--- src/rtl/multicycle_control.sv ---
`timescale 1ns/1ps
// multicycle_control: multi-cycle CPU controller that sequences a shared ALU and
// a unified memory port across FETCH/DECODE/EXEC/MEM/WB states.
// Ports:
//   clk, reset          - clock, synchronous active-high reset
//   Op, Fun             - opcode and R-type function fields from the IR
//   equal, sign         - ALU zero flag and result bit 31 (current cycle)
//   MemReady            - memory completed the outstanding request
//   IRWr/PCWr/TgtWr/RegWr, PCSrc, MemRd/MemWr, IorD, RegDst, MemToReg, ExtOp,
//   ALUSrcA, ALUSrcB, ALUctr - datapath control
//   halted              - controller stopped on an illegal encoding
//   retired             - completed-instruction counter (wraps)
module multicycle_control #(
    parameter int unsigned CNT_W = 32
) (
    input  logic             clk,
    input  logic             reset,
    input  logic [5:0]       Op,
    input  logic [5:0]       Fun,
    input  logic             equal,
    input  logic             sign,
    input  logic             MemReady,
    output logic             IRWr,
    output logic             PCWr,
    output logic             TgtWr,
    output logic             RegWr,
    output logic             PCSrc,
    output logic             MemRd,
    output logic             MemWr,
    output logic             IorD,
    output logic             RegDst,
    output logic             MemToReg,
    output logic             ExtOp,
    output logic             ALUSrcA,
    output logic [1:0]       ALUSrcB,
    output logic [2:0]       ALUctr,
    output logic             halted,
    output logic [CNT_W-1:0] retired
);

    localparam int unsigned OP_W  = 6;
    localparam int unsigned CTR_W = 3;

    localparam logic [OP_W-1:0] OP_RTYPE = 6'b000000;
    localparam logic [OP_W-1:0] OP_ADDI  = 6'b001000;
    localparam logic [OP_W-1:0] OP_LW    = 6'b100011;
    localparam logic [OP_W-1:0] OP_SW    = 6'b101011;
    localparam logic [OP_W-1:0] OP_BEQ   = 6'b000100;
    localparam logic [OP_W-1:0] OP_BNE   = 6'b000101;
    localparam logic [OP_W-1:0] OP_BGTZ  = 6'b000111;

    localparam logic [CTR_W-1:0] CTR_AND  = 3'd0;
    localparam logic [CTR_W-1:0] CTR_OR   = 3'd1;
    localparam logic [CTR_W-1:0] CTR_ADD  = 3'd2;
    localparam logic [CTR_W-1:0] CTR_SLT  = 3'd3;
    localparam logic [CTR_W-1:0] CTR_ADDU = 3'd4;
    localparam logic [CTR_W-1:0] CTR_SLL  = 3'd5;
    localparam logic [CTR_W-1:0] CTR_SUB  = 3'd6;
    localparam logic [CTR_W-1:0] CTR_SLTU = 3'd7;

    typedef enum logic [3:0] {
        S_FETCH,
        S_DECODE,
        S_EXEC_R,
        S_EXEC_I,
        S_MEM_ADDR,
        S_MEM_RD,
        S_MEM_WR,
        S_WB_R,
        S_WB_I,
        S_WB_MEM,
        S_BRANCH,
        S_HALT
    } state_t;

    state_t             r_state;
    state_t             w_next;
    logic               w_retire;
    logic               w_r_legal;
    logic [CTR_W-1:0]   w_r_ctr;
    logic               w_taken;
    logic [CNT_W-1:0]   r_retired;

    // State register
    always_ff @(posedge clk) begin
        if (reset) r_state <= S_FETCH;
        else       r_state <= w_next;
    end

    // Retired-instruction counter, wraps naturally
    always_ff @(posedge clk) begin
        if (reset)         r_retired <= '0;
        else if (w_retire) r_retired <= r_retired + CNT_W'(1);
    end

    assign retired = r_retired;

    // R-type function decode: legality and ALU operation
    always_comb begin
        w_r_legal = 1'b1;
        w_r_ctr   = CTR_AND;
        case (Fun)
            6'b100000: w_r_ctr = CTR_ADD;
            6'b100001: w_r_ctr = CTR_ADDU;
            6'b100010: w_r_ctr = CTR_SUB;
            6'b100011: w_r_ctr = CTR_SUB;
            6'b100100: w_r_ctr = CTR_AND;
            6'b100101: w_r_ctr = CTR_OR;
            6'b000000: w_r_ctr = CTR_SLL;
            6'b101010: w_r_ctr = CTR_SLT;
            6'b101011: w_r_ctr = CTR_SLTU;
            default:   w_r_legal = 1'b0;
        endcase
    end

    // Branch condition from the current-cycle ALU flags
    always_comb begin
        w_taken = 1'b0;
        case (Op)
            OP_BEQ:  w_taken = equal;
            OP_BNE:  w_taken = ~equal;
            OP_BGTZ: w_taken = ~(equal | sign);
            default: w_taken = 1'b0;
        endcase
    end

    // Next-state and control decode
    always_comb begin
        w_next   = r_state;
        w_retire = 1'b0;
        IRWr     = 1'b0;
        PCWr     = 1'b0;
        TgtWr    = 1'b0;
        RegWr    = 1'b0;
        PCSrc    = 1'b0;
        MemRd    = 1'b0;
        MemWr    = 1'b0;
        IorD     = 1'b0;
        RegDst   = 1'b0;
        MemToReg = 1'b0;
        ExtOp    = 1'b0;
        ALUSrcA  = 1'b0;
        ALUSrcB  = 2'b00;
        ALUctr   = CTR_AND;
        halted   = 1'b0;

        case (r_state)
            S_FETCH: begin
                MemRd   = 1'b1;
                ALUSrcB = 2'b01;
                ALUctr  = CTR_ADDU;
                if (MemReady) begin
                    IRWr   = 1'b1;
                    PCWr   = 1'b1;
                    w_next = S_DECODE;
                end
            end
            S_DECODE: begin
                ALUSrcB = 2'b11;
                ALUctr  = CTR_ADDU;
                TgtWr   = 1'b1;
                case (Op)
                    OP_RTYPE:               w_next = w_r_legal ? S_EXEC_R : S_HALT;
                    OP_ADDI:                w_next = S_EXEC_I;
                    OP_LW, OP_SW:           w_next = S_MEM_ADDR;
                    OP_BEQ, OP_BNE, OP_BGTZ: w_next = S_BRANCH;
                    default:                w_next = S_HALT;
                endcase
            end
            S_EXEC_R: begin
                ALUSrcA = 1'b1;
                ALUctr  = w_r_ctr;
                w_next  = S_WB_R;
            end
            S_WB_R: begin
                RegWr    = 1'b1;
                RegDst   = 1'b1;
                ALUctr   = w_r_ctr;
                w_next   = S_FETCH;
                w_retire = 1'b1;
            end
            S_EXEC_I: begin
                ALUSrcA = 1'b1;
                ALUSrcB = 2'b10;
                ExtOp   = 1'b1;
                ALUctr  = CTR_ADD;
                w_next  = S_WB_I;
            end
            S_WB_I: begin
                RegWr    = 1'b1;
                w_next   = S_FETCH;
                w_retire = 1'b1;
            end
            S_MEM_ADDR: begin
                ALUSrcA = 1'b1;
                ALUSrcB = 2'b10;
                ExtOp   = 1'b1;
                ALUctr  = CTR_ADD;
                w_next  = (Op == OP_LW) ? S_MEM_RD : S_MEM_WR;
            end
            S_MEM_RD: begin
                IorD  = 1'b1;
                MemRd = 1'b1;
                if (MemReady) w_next = S_WB_MEM;
            end
            S_MEM_WR: begin
                IorD  = 1'b1;
                MemWr = 1'b1;
                if (MemReady) begin
                    w_next   = S_FETCH;
                    w_retire = 1'b1;
                end
            end
            S_WB_MEM: begin
                RegWr    = 1'b1;
                MemToReg = 1'b1;
                w_next   = S_FETCH;
                w_retire = 1'b1;
            end
            S_BRANCH: begin
                ALUSrcA  = 1'b1;
                ALUctr   = CTR_SUB;
                PCSrc    = 1'b1;
                PCWr     = w_taken;
                w_next   = S_FETCH;
                w_retire = 1'b1;
            end
            S_HALT: begin
                halted = 1'b1;
            end
            default: w_next = S_FETCH;
        endcase

        // Reset wins over any in-flight request or write
        if (reset) begin
            IRWr     = 1'b0;
            PCWr     = 1'b0;
            TgtWr    = 1'b0;
            RegWr    = 1'b0;
            MemRd    = 1'b0;
            MemWr    = 1'b0;
            w_retire = 1'b0;
        end
    end

endmodule
--- config.mk ---
export PLATFORM = sky130hd
export DESIGN_NAME = multicycle_control
export DESIGN_NICKNAME = d
export VERILOG_FILES = /design/src/rtl/multicycle_control.sv
export SDC_FILE = /design/constraint.sdc
export NUM_CORES = 1
export LEC_CHECK = 0
export CAP_MARGIN = 20
export CELL_PAD_IN_SITES_DETAIL_PLACEMENT = 1
export CELL_PAD_IN_SITES_GLOBAL_PLACEMENT = 1
export CORE_MARGIN = 5
export CORE_UTILIZATION = 30
export DETAILED_ROUTE_END_ITERATION = 16
export PLACE_DENSITY = 0.79
export SYNTH_ARGS = -nofsm -noshare
export SYNTH_HDL_FRONTEND = slang
export SYNTH_SLANG_ARGS = --single-unit
--- constraint.sdc ---
create_clock -name clk -period 1.8 [get_ports clk]
set_input_delay 0.36 -clock clk [delete_from_list [all_inputs] [get_ports clk]]
set_output_delay 0.36 -clock clk [all_outputs]
set_load 0.01 [all_outputs]
# Word level (Yosys, flattened, before mapping)
# Cells that the tools add are included.
[op_classes]
n_addsub = 1
eq_ne = 28
mux = 34
bitwise_logic = 4
reduce_logical = 16
[op_table]
columns = ["cell", "count"]
rows = [
  ["$eq 6x6->1 const B", 10],
  ["$add 32x1->32 const B", 1],
  ["$pmux 4 s8", 1],
  ["$mux 1", 21],
  ["$pmux 3 s7", 1],
  ["$eq 6x3->1 const B", 3],
  ["$eq 4x3->1 const B", 4],
  ["$eq 4x4->1 const B", 4],
  ["$mux 4", 4],
  ["$pmux 4 s4", 1],
  ["$reduce_or 2->1", 7],
  ["$logic_not 6->1", 2],
  ["$pmux 3 s4", 1],
  ["$reduce_or 9->1", 1],
  ["$eq 4x2->1 const B", 2],
  ["$reduce_or 4->1", 2],
  ["$eq 6x4->1 const B", 1],
  ["$ne 2x2->1 const B", 3],
  ["$pmux 2 s3", 1],
  ["$reduce_or 3->1", 2],
  ["$eq 4x1->1 const B", 1],
  ["$logic_not 4->1", 1],
  ["$pmux 1 s2", 2],
  ["$reduce_and 4->1", 1],
  ["4 further kinds", 6],
]
[totals]
reg_bits = 36
inputBits = 17
output_inout_bits = 50
wordCells = 85

# Logic depth before layout (Yosys ltp)
# Gate-level depths: netlist of run 1.
[logic_depth]
ltp_word = 6
mapped_depth = 8
ltp_nobuf = 6

# Least setup slack after synthesis of run 1
# Ideal clock, no wire load.
[synth_timing]
kind = "register -> register"
startpoint = "register r_retired[0] (netlist: retired[0])"
endpoint = "register r_retired[28] (netlist: retired[28])"
arrival_ns = 1.771
setup_slack_ns = -0.041
path_stages_with_launch = 7
path_cell_list = "dfxtp_1 -> ha_1 -> nor2b_1 -> nand4_4 -> buf_6 -> or3_1 -> a21oi_1"
[synth_between]
elab_chain_len = 1
[synth_lines]
columns = ["element", "line_no", "text"]
rows = [
  ["from (decl)", "82", "logic [CNT_W-1:0] r_retired;"],
  ["from (signal assigned)", "93", "else if (w_retire) r_retired <= r_retired + CNT_W'(1);"],
  ["$add 32x1->32", "93", ""],
]
# Every way passes these cells.
# A chain may end at the register's enable or synchronous reset.

# Worst setup path in the final report of run 1
[layout_timing]
startpoint = "input Fun[5]"
endpoint = "output ALUctr[1]"
[layout_between]
elab_chain_len = 4
word_cells_on_any_way = 11
[layout_lines]
columns = ["element", "line_no", "text"]
rows = [
  ["from (decl)", "19", "input logic [5:0] Fun,"],
  ["$eq 6x6->1", "102", "case (Fun)"],
  ["$reduce_or 2->1 (no source line)", "--", ""],
  ["$pmux 3 s7 (*)", "102", ""],
  ["$pmux 3 s4 (*)", "147", "case (r_state)"],
  ["to (decl)", "36", "output logic [2:0] ALUctr,"],
]
# Mark *: on every way between the ends. The rest lies on a longest branch, timed or not.

==> key figures, run 1 <==
Detailed routing
  • Final wirelength: ~11,000 um
  • Met1 WL: approximately 4300 um
  • Top Metal Used: met4
  • WL met2: roughly 5900 um
  • Via density: ~5.5
  • Via count: ~3,000
  • Initial detailed-routing violation count: ~180
  • Drt wl/cell: between 20 and 25 um
  • # DRC: 0
  • Router iterations before antenna repair: 4
  • Detail Route met3 WL: 638 um
  • Remaining antenna violation count: 0

Die
  • Top-Level Pins: 67
  • Die Span Y: between 90 and 100 um
  • Die Area: between 0.009 and 0.01 sq mm
  • Initial Util: between 30% and 40%
  • Num rows: 31
  • Chip width: about 97 um
  • Core Footprint: between 0.007 and 0.008 sq mm

Clock network
  • CTS HTree Levels: 2
  • Root buffer cell: clkbuf_8
  • Hold Buf Count CTS: 0
  • CTS Buffer Depth: 2
  • Worst-Skew Late Latency: ~0.30 ns
  • Total CTS buffers: 5
  • Clock tree sinks: 36
  • TritonCTS clock tree: yes
  • Clock-pin slew on the worst setup and hold paths: approximately 0.08 ns

Global route
  • Vias in the first global route: approximately 3,100
  • Total grt overflow: 0
  • GRT Total Usage: approximately 20%
  • First-pass GRT wire length: 15,400 um
  • Maximum number of pins on one net before global-route repair: 34
  • Antenna violations before repair: 0

Yosys
  • Syn_area_per_cell: 7.65 sq um
  • Post-synth EDFFs: 0
  • Synth warnings: 0
  • Ys flop type: dfxtp_1
  • Unique cell type count in the Yosys netlist: 54
  • Post-synthesis sequential area ratio: 31.9%
  • Synthesized area: between 0.002 and 0.0025 sq mm
  • Synthesized Nets: around 310
  • Share of synthesized registers carrying an async set or reset: 0%
  • Number of synthesized register bits: 36
  • Syn Inst Count: 295

STA
  • RSZ-0062 raised after global routing: true
  • Final Cycle Share: 109%
  • Fmax: approximately 510 MHz
  • Worst Slack Setup Final: -0.161 ns
  • Final hold slack: 0.499 ns
  • Final max-slew violation count: 0
  • Final Setup Violations: 26
  • Slew headroom: about three fifths
  • Slew @ Worst Pin: about 0.58 ns
  • Final Hold Fails: 0
  • Setup Skew: between 0.01 and 0.015 ns
  • Fin crit period: 1.96 ns

Placed design
  • Dpl hpwl: ~6500 um
  • Placer Congestion: 0.863
  • Post-DP Area: about 0.0035 sq mm
  • Port-buffer cells: 66

Worst setup path
  • Startpoint Class: primary input
  • Max Fanout on Critical Path: 2
  • Worst Setup End Kind: primary output
  • CP max stage delay: between 0.3 and 0.4 ns
  • Cells on worst reg2reg path: 9
  • Worst EP required: between 1 and 1.5 ns
  • Critical Path AT: roughly 1.6 ns
  • WS Path Type: in2out
  • Critical-path top delay cell: a211oi_1
  • Crit path cell chain: dlygate4sd2_1 -> nor2b_4 -> o211ai_1 -> a211oi_1 -> o21ai_1 -> nand2_2 -> buf_6

Final layout
  • # diodes: 0
  • Finished Cell Area: between 0.004 and 0.005 sq mm
  • P&R area growth vs syn: 83.0%
  • Fraction of layout cells with a size suffix above 1: 41.8%
  • Fin nets: between 400 and 500

Flow run
  • Max Cap Viol: 0

Power and ir drop
  • Worst vdd ir: 0.308 mV
  • PwrDens: between 800 and 900 mW/mm^2
  • Power Total: around 0.0035 W
  • Leak: roughly 1.7 nW

Worst hold path
  • Hold Path Depth: 2
  • HP Class: reg2reg

Status
  • Failing checks: negative setup slack
  • Status: finished with violations
## routing by layer
| metal | vias to the layer above | track usage [%] |
|---|---|---|
| li1 | 1381 | - |
| met1 | 1486 | 20.9 |
| met2 | 128 | 37.7 |
| met3 | 42 | 4.68 |
| met4 | 0 | 5.83 |
| met5 | - | 0 |
## cell type report
cell class | instances | area, sq um
clock inverter | 3 | 42.5
tap | 99 | 124
clock buffer | 5 | 68.8
timing repair buffer | 163 | 1420
multi-input combinational | 230 | 1690
sequential | 36 | 737
inverter | 13 | 51.3
fill | 883 | 3160
## cells by family after synthesis
family / after synthesis / share of synthesized area [%]
xor gates and xnor gates: 17 / 6.60
DFF: 36 / 31.9
AOI/OAI and AO/OA: 64 / 17.8
adders and majority gates: 2 / 0.998
muxes: 1 / 0.443
buffers and inverters: 29 / 6.26
and+or+nand+nor: 146 / 36.0
## placed cells by master (no fill, tap or decap), drive strengths merged, types with 3 or more instances in the layout
cell type,count
buf,108
dfxtp,36
clkdlybuf4s50,33
nand2,29
nor2,28
a21oi,21
o21ai,16
nand4,15
inv,13
dlygate4sd2,12
or3,12
xnor2,11
nand3,10
nor3,10
nor4,10
clkbuf,8
and3,7
xor2,6
nor2b,6
or4,5
o31ai,5
clkdlybuf4s15,5
a211oi,4
o2111ai,3
or2,3
## power breakdown
group,internal (W),switching (W),total (W)
combinational,0.000894,0.000909,0.00180
sequential,0.000860,0.0000822,0.000942
clock,0.000410,0.000324,0.000734
## metrics by stage
stage / utilization, % / worst slack, ns / setup TNS (ns) / std cells
3_3_place_gp: 48.3 / -0.788 / -12.49 / 520
4_1_cts: 52.5 / -0.0876 / -0.388 / 541
5_1_grt: 56.6 / -0.222 / -3.85 / 549
6_report: 56.6 / -0.161 / -1.97 / 549
2_1_floorplan: - / 0.0638 / 0 / 295
3_5_place_dp: 48.3 / -0.896 / -14.28 / 520
## repair_timing
| action | in CTS | in global routing |
|---|---|---|
| gates resized for setup | 123 | 59 |
| endpoints found under the setup margin | 39 | 38 |
| buffers inserted | 13 | 8 |
| pin swaps | 26 | 23 |
## sequential cells by signal, indices dropped and copies added, names as in the netlist
name and count:
r_state 4, retired 32
## synthesized netlist by cell type, types with 9 or more instances
library cell,number,area (sq um)
a21oi_1,21,105
nand3_1,10,50.1
nand4_1,12,75.1
nor4_1,10,62.6
or3_1,11,68.8
inv_1,13,48.8
o21ai_0,14,70.1
nor2_1,27,101
dfxtp_1,36,721
nor3_1,10,50.1
clkbuf_1,9,33.8
xnor2_1,11,96.3
nand2_1,29,109
## final timing paths
kind | from | endpoint | slack, ns
worst max register to register | r_state[1]$_SDFFE_PP0P_ | retired[11]$_SDFFE_PP0P_ | -0.16
worst min register to register | retired[31]$_SDFFE_PP0P_ | retired[31]$_SDFFE_PP0P_ | 0.50
worst max-delay path | Fun[5] | ALUctr[1] | -0.16
worst min-delay path | retired[31]$_SDFFE_PP0P_ | retired[31]$_SDFFE_PP0P_ | 0.50
## critical path: cells and delay by family
family / cells / cell delay (ns)
AO/OA/AOI/OAI: 3 / 0.61
buffers and inverters: 2 / 0.35
AND/OR/NAND/NOR: 2 / 0.28
Power figures use the tool's default switching activity.
==> run 2, diff against run 1 <==
--- a/config.mk
+++ b/config.mk
@@ -8,7 +8,7 @@
 export CAP_MARGIN = 20
 export CELL_PAD_IN_SITES_DETAIL_PLACEMENT = 1
 export CELL_PAD_IN_SITES_GLOBAL_PLACEMENT = 1
-export CORE_MARGIN = 5
+export CORE_MARGIN = 4
 export CORE_UTILIZATION = 30
 export DETAILED_ROUTE_END_ITERATION = 16
 export PLACE_DENSITY = 0.79
==> run 2 against run 1 <==
The run still ends with negative setup slack left. Die area fell by 4.1%. Worst hold slack improved by 0.013 ns. Combinational power rose by 3%.
==> key figures, run 2 (synthesis gave the netlist of run 1 again) <==
STA
  • Total negative setup slack: -2.25 ns (-0.274 ns)
  • Final hold slack: 0.512 ns (+0.0133 ns)
  • Slew headroom: 71.6% (+10 points)
  • Worst Slack Setup Final: -0.182 ns (-0.0214 ns)
  • Slew @ Worst Pin: 0.423 ns (-0.152 ns)
  • Final max-slew violation count: 0 (unchanged)
  • RSZ-0062 raised after global routing: true
  • Final Cycle Share: 110% (+1.2 points)
  • Fin crit period: 1.98 ns (+0.0214 ns)
  • Final Hold Fails: 0 (unchanged)
  • Fmax: 504 MHz (-1.1%)
  • Setup Skew: 0.0107 ns (-0.00174 ns)
  • Final Setup Violations: 26 (unchanged)

Worst setup path
  • Max Fanout on Critical Path: 8 (+6)
  • CP max stage delay: 0.56 ns (+0.24 ns)
  • Cells on worst reg2reg path: 6 (-3)
  • Critical-path top delay cell: or4_4
  • Worst EP required: 2.03 ns (+0.59 ns)
  • Reg2reg setup slack: -0.18 ns (-0.02 ns)
  • WS Path Type: reg2reg
  • Critical Path AT: 2.21 ns (+0.61 ns)
  • Startpoint Class: flop
  • Worst Setup End Kind: flop
  • FF-to-FF Start: r_state[3]$_SDFFE_PP0P_
  • Crit path cell chain: buf_6 -> and4b_1 -> a32o_2 -> nand4_4 -> or4_4 -> a21oi_2
  • RR Endpoint: retired[25]$_SDFFE_PP0P_

Final layout
  • Filler cells: 892 (+1.0%)
  • Final non-filler cell total: 552 (+0.55%)
  • Max reg flops: 32 (unchanged)
  • Fraction of layout cells with a size suffix above 1: 42.9% (+1.1 points)
  • P&R area growth vs syn: 82.9% (about the same)
  • Finished Cell Area: 0.00413 sq mm (about the same)
  • Most frequent cells in the layout: buf_4 (78), clkdlybuf4s50_1 (32), dfxtp_1 (32)
  • Most common cell after layout, fill and taps aside: buf_4
  • Fin nets: 469 (+0.43%)

Placed design
  • Port-buffer cells: 66 (unchanged)
  • Post-DP Area: 0.00354 sq mm (+0.43%)
  • Placer Congestion: 0.832 (-3.5%)
  • Inst Count DP: 522 (+0.38%)
  • Dpl hpwl: 6800 um (+5.3%)

Detailed routing
  • Router iterations before antenna repair: 4 (unchanged)
  • Final wirelength: 10,900 um (-3.9%)
  • Remaining antenna violation count: 0 (unchanged)
  • Via density: 5.44 (-1.7%)
  • # DRC: 0 (unchanged)
  • Drt wl/cell: 19.8 um (-4.4%)
  • Initial detailed-routing violation count: 116 (-37%)
  • Via count: 3,003 (-1.1%)

Power and ir drop
  • Internal Power: 0.00221 W (+2.1%)
  • Net Sw Power: 0.00133 W (+1.1%)
  • Seq pwr share: 26.9% (-0.2 points)
  • Power Total: 0.00354 W (+1.7%)
  • Worst vdd ir: 0.483 mV (+57%)
  • Leak: 1.70 nW (-0.23%)
  • Switching Fraction: 37.6% (-0.22 points)
  • Clock power frac: 20.6% (-0.5 points)
  • Logic pwr share: 52.5% (+0.7 points)
  • PwrDens: 857 mW/mm^2 (+1.7%)

Die
  • Chip width: 94.7 um (-2.1%)
  • Num rows: 31 (unchanged)
  • Die Span Y: 94.7 um (-2.1%)
  • Top-Level Pins: 67 (unchanged)
  • Core Footprint: 0.00729 sq mm (unchanged)
  • Initial Util: 31.0% (unchanged)
  • Die Area: 0.00898 sq mm (-4.1%)

Clock network
  • CTS Buffer Depth: 2 (unchanged)
  • Clock tree sinks: 36 (unchanged)
  • Worst-Skew Late Latency: 0.30 ns (about the same)
  • Total CTS buffers: 5 (unchanged)
  • Clock-pin slew on the worst setup and hold paths: 0.08 ns (about the same)
  • CTS HTree Levels: 2 (unchanged)
  • TritonCTS clock tree: yes
  • Root buffer cell: clkbuf_8

Worst hold path
  • WHS Endpoint: retired[31]$_SDFFE_PP0P_
  • HP Class: reg2reg
  • Hold Startpoint: retired[31]$_SDFFE_PP0P_
  • Hold Path Depth: 2 (unchanged)

Flow run
  • Max Cap Viol: 0 (unchanged)

Global route
  • First-pass GRT wire length: 16,400 um (+6.7%)
  • Antenna violations before repair: 1 (+1)
  • Maximum number of pins on one net before global-route repair: 33 (-2.9%)
  • GRT Total Usage: 23.5% (+3.9 points)
  • Total grt overflow: 0 (unchanged)
  • Vias in the first global route: 3,183 (+1.6%)

Status
  • Status: finished with violations
  • Failing checks: negative setup slack
-- run 2: how the worst max path moves through the flow --
stage | slack, ns | end | cells after the start | from
6_report | -0.18 | retired[25]$_SDFFE_PP0P_ | 6 | r_state[3]$_SDFFE_PP0P_
5_1_grt | -0.22 | retired[23]$_SDFFE_PP0P_ | 6 | r_state[3]$_SDFFE_PP0P_
4_1_cts | -0.11 | ALUctr[2] | 6 | Fun[1]
3_5_place_dp | -0.86 | ALUctr[2] | 7 | Fun[3]
3_3_place_gp | -0.80 | ALUctr[2] | 7 | Fun[3]
2_1_floorplan | 0.06 | retired[29]$_SDFFE_PP0P_ | 4 | retired[18]$_SDFFE_PP0P_
-- run 2: area by class of cell --
| cell class | count | area (sq um) | share of cell area, % |
|---|---|---|---|
| inverters | 13 | 56.3 | 1.36 |
| diodes | 1 | 2.50 | 0.0606 |
| clock buffers | 6 | 72.6 | 1.76 |
| clock inverters | 2 | 35.0 | 0.848 |
| flip-flops and latches | 36 | 736 | 17.8 |
| well taps | 99 | 124 | 3.00 |
| repair buffers | 165 | 1400 | 33.8 |
| multi-input cells | 230 | 1710 | 41.3 |
-- run 2: repair_timing --
| item | 4_1_cts | 5_1_grt |
|---|---|---|
| hold buffers | 0 | 0 |
| setup buffers | 16 | 6 |
| pin swaps | 29 | 36 |
| setup endpoints to repair | 42 | 38 |
| gates resized for setup | 150 | 43 |
| cloned | 1 | 0 |
-- run 2: power groups by stage --
| stage | Clock (W) | Combinational, W | Sequential, W |
|---|---|---|---|
| floorplan | 0 | 0.000654 | 0.000888 |
| global placement | 0 | 0.00143 | 0.000908 |
| detailed placement | 0 | 0.00148 | 0.000911 |
| CTS | 0.000734 | 0.00167 | 0.000944 |
| global route | 0.000778 | 0.00197 | 0.000963 |
| finish | 0.000730 | 0.00186 | 0.000954 |
-- run 2: metal layers --
| metal | global-route usage, % | vias up | share of wire (%) |
|---|---|---|---|
| li1 | - | 1396 | - |
| met1 | 26.3 | 1494 | 41 |
| met2 | 43.6 | 82 | 53 |
| met3 | 3.82 | 31 | 3.6 |
| met4 | 9.50 | 0 | 3.3 |
| met5 | 0 | - | 0 |
-- run 2: metrics by stage --
step                setup slack (ns)  utilization, %
detailed placement            -0.855            48.5
global route                  -0.216            56.6
floorplan                     0.0638               -
CTS                           -0.106            54.4
finish                        -0.182            56.6
global placement              -0.796            48.5
-- run 2: critical path, delay by kind of cell (launching register included) --
kind	cells	cell delay [ns]
AND/OR/NAND/NOR	3	1.03
flip-flops	1	0.39
AO/OA/AOI/OAI	2	0.36
buffers and inverters	1	0.13
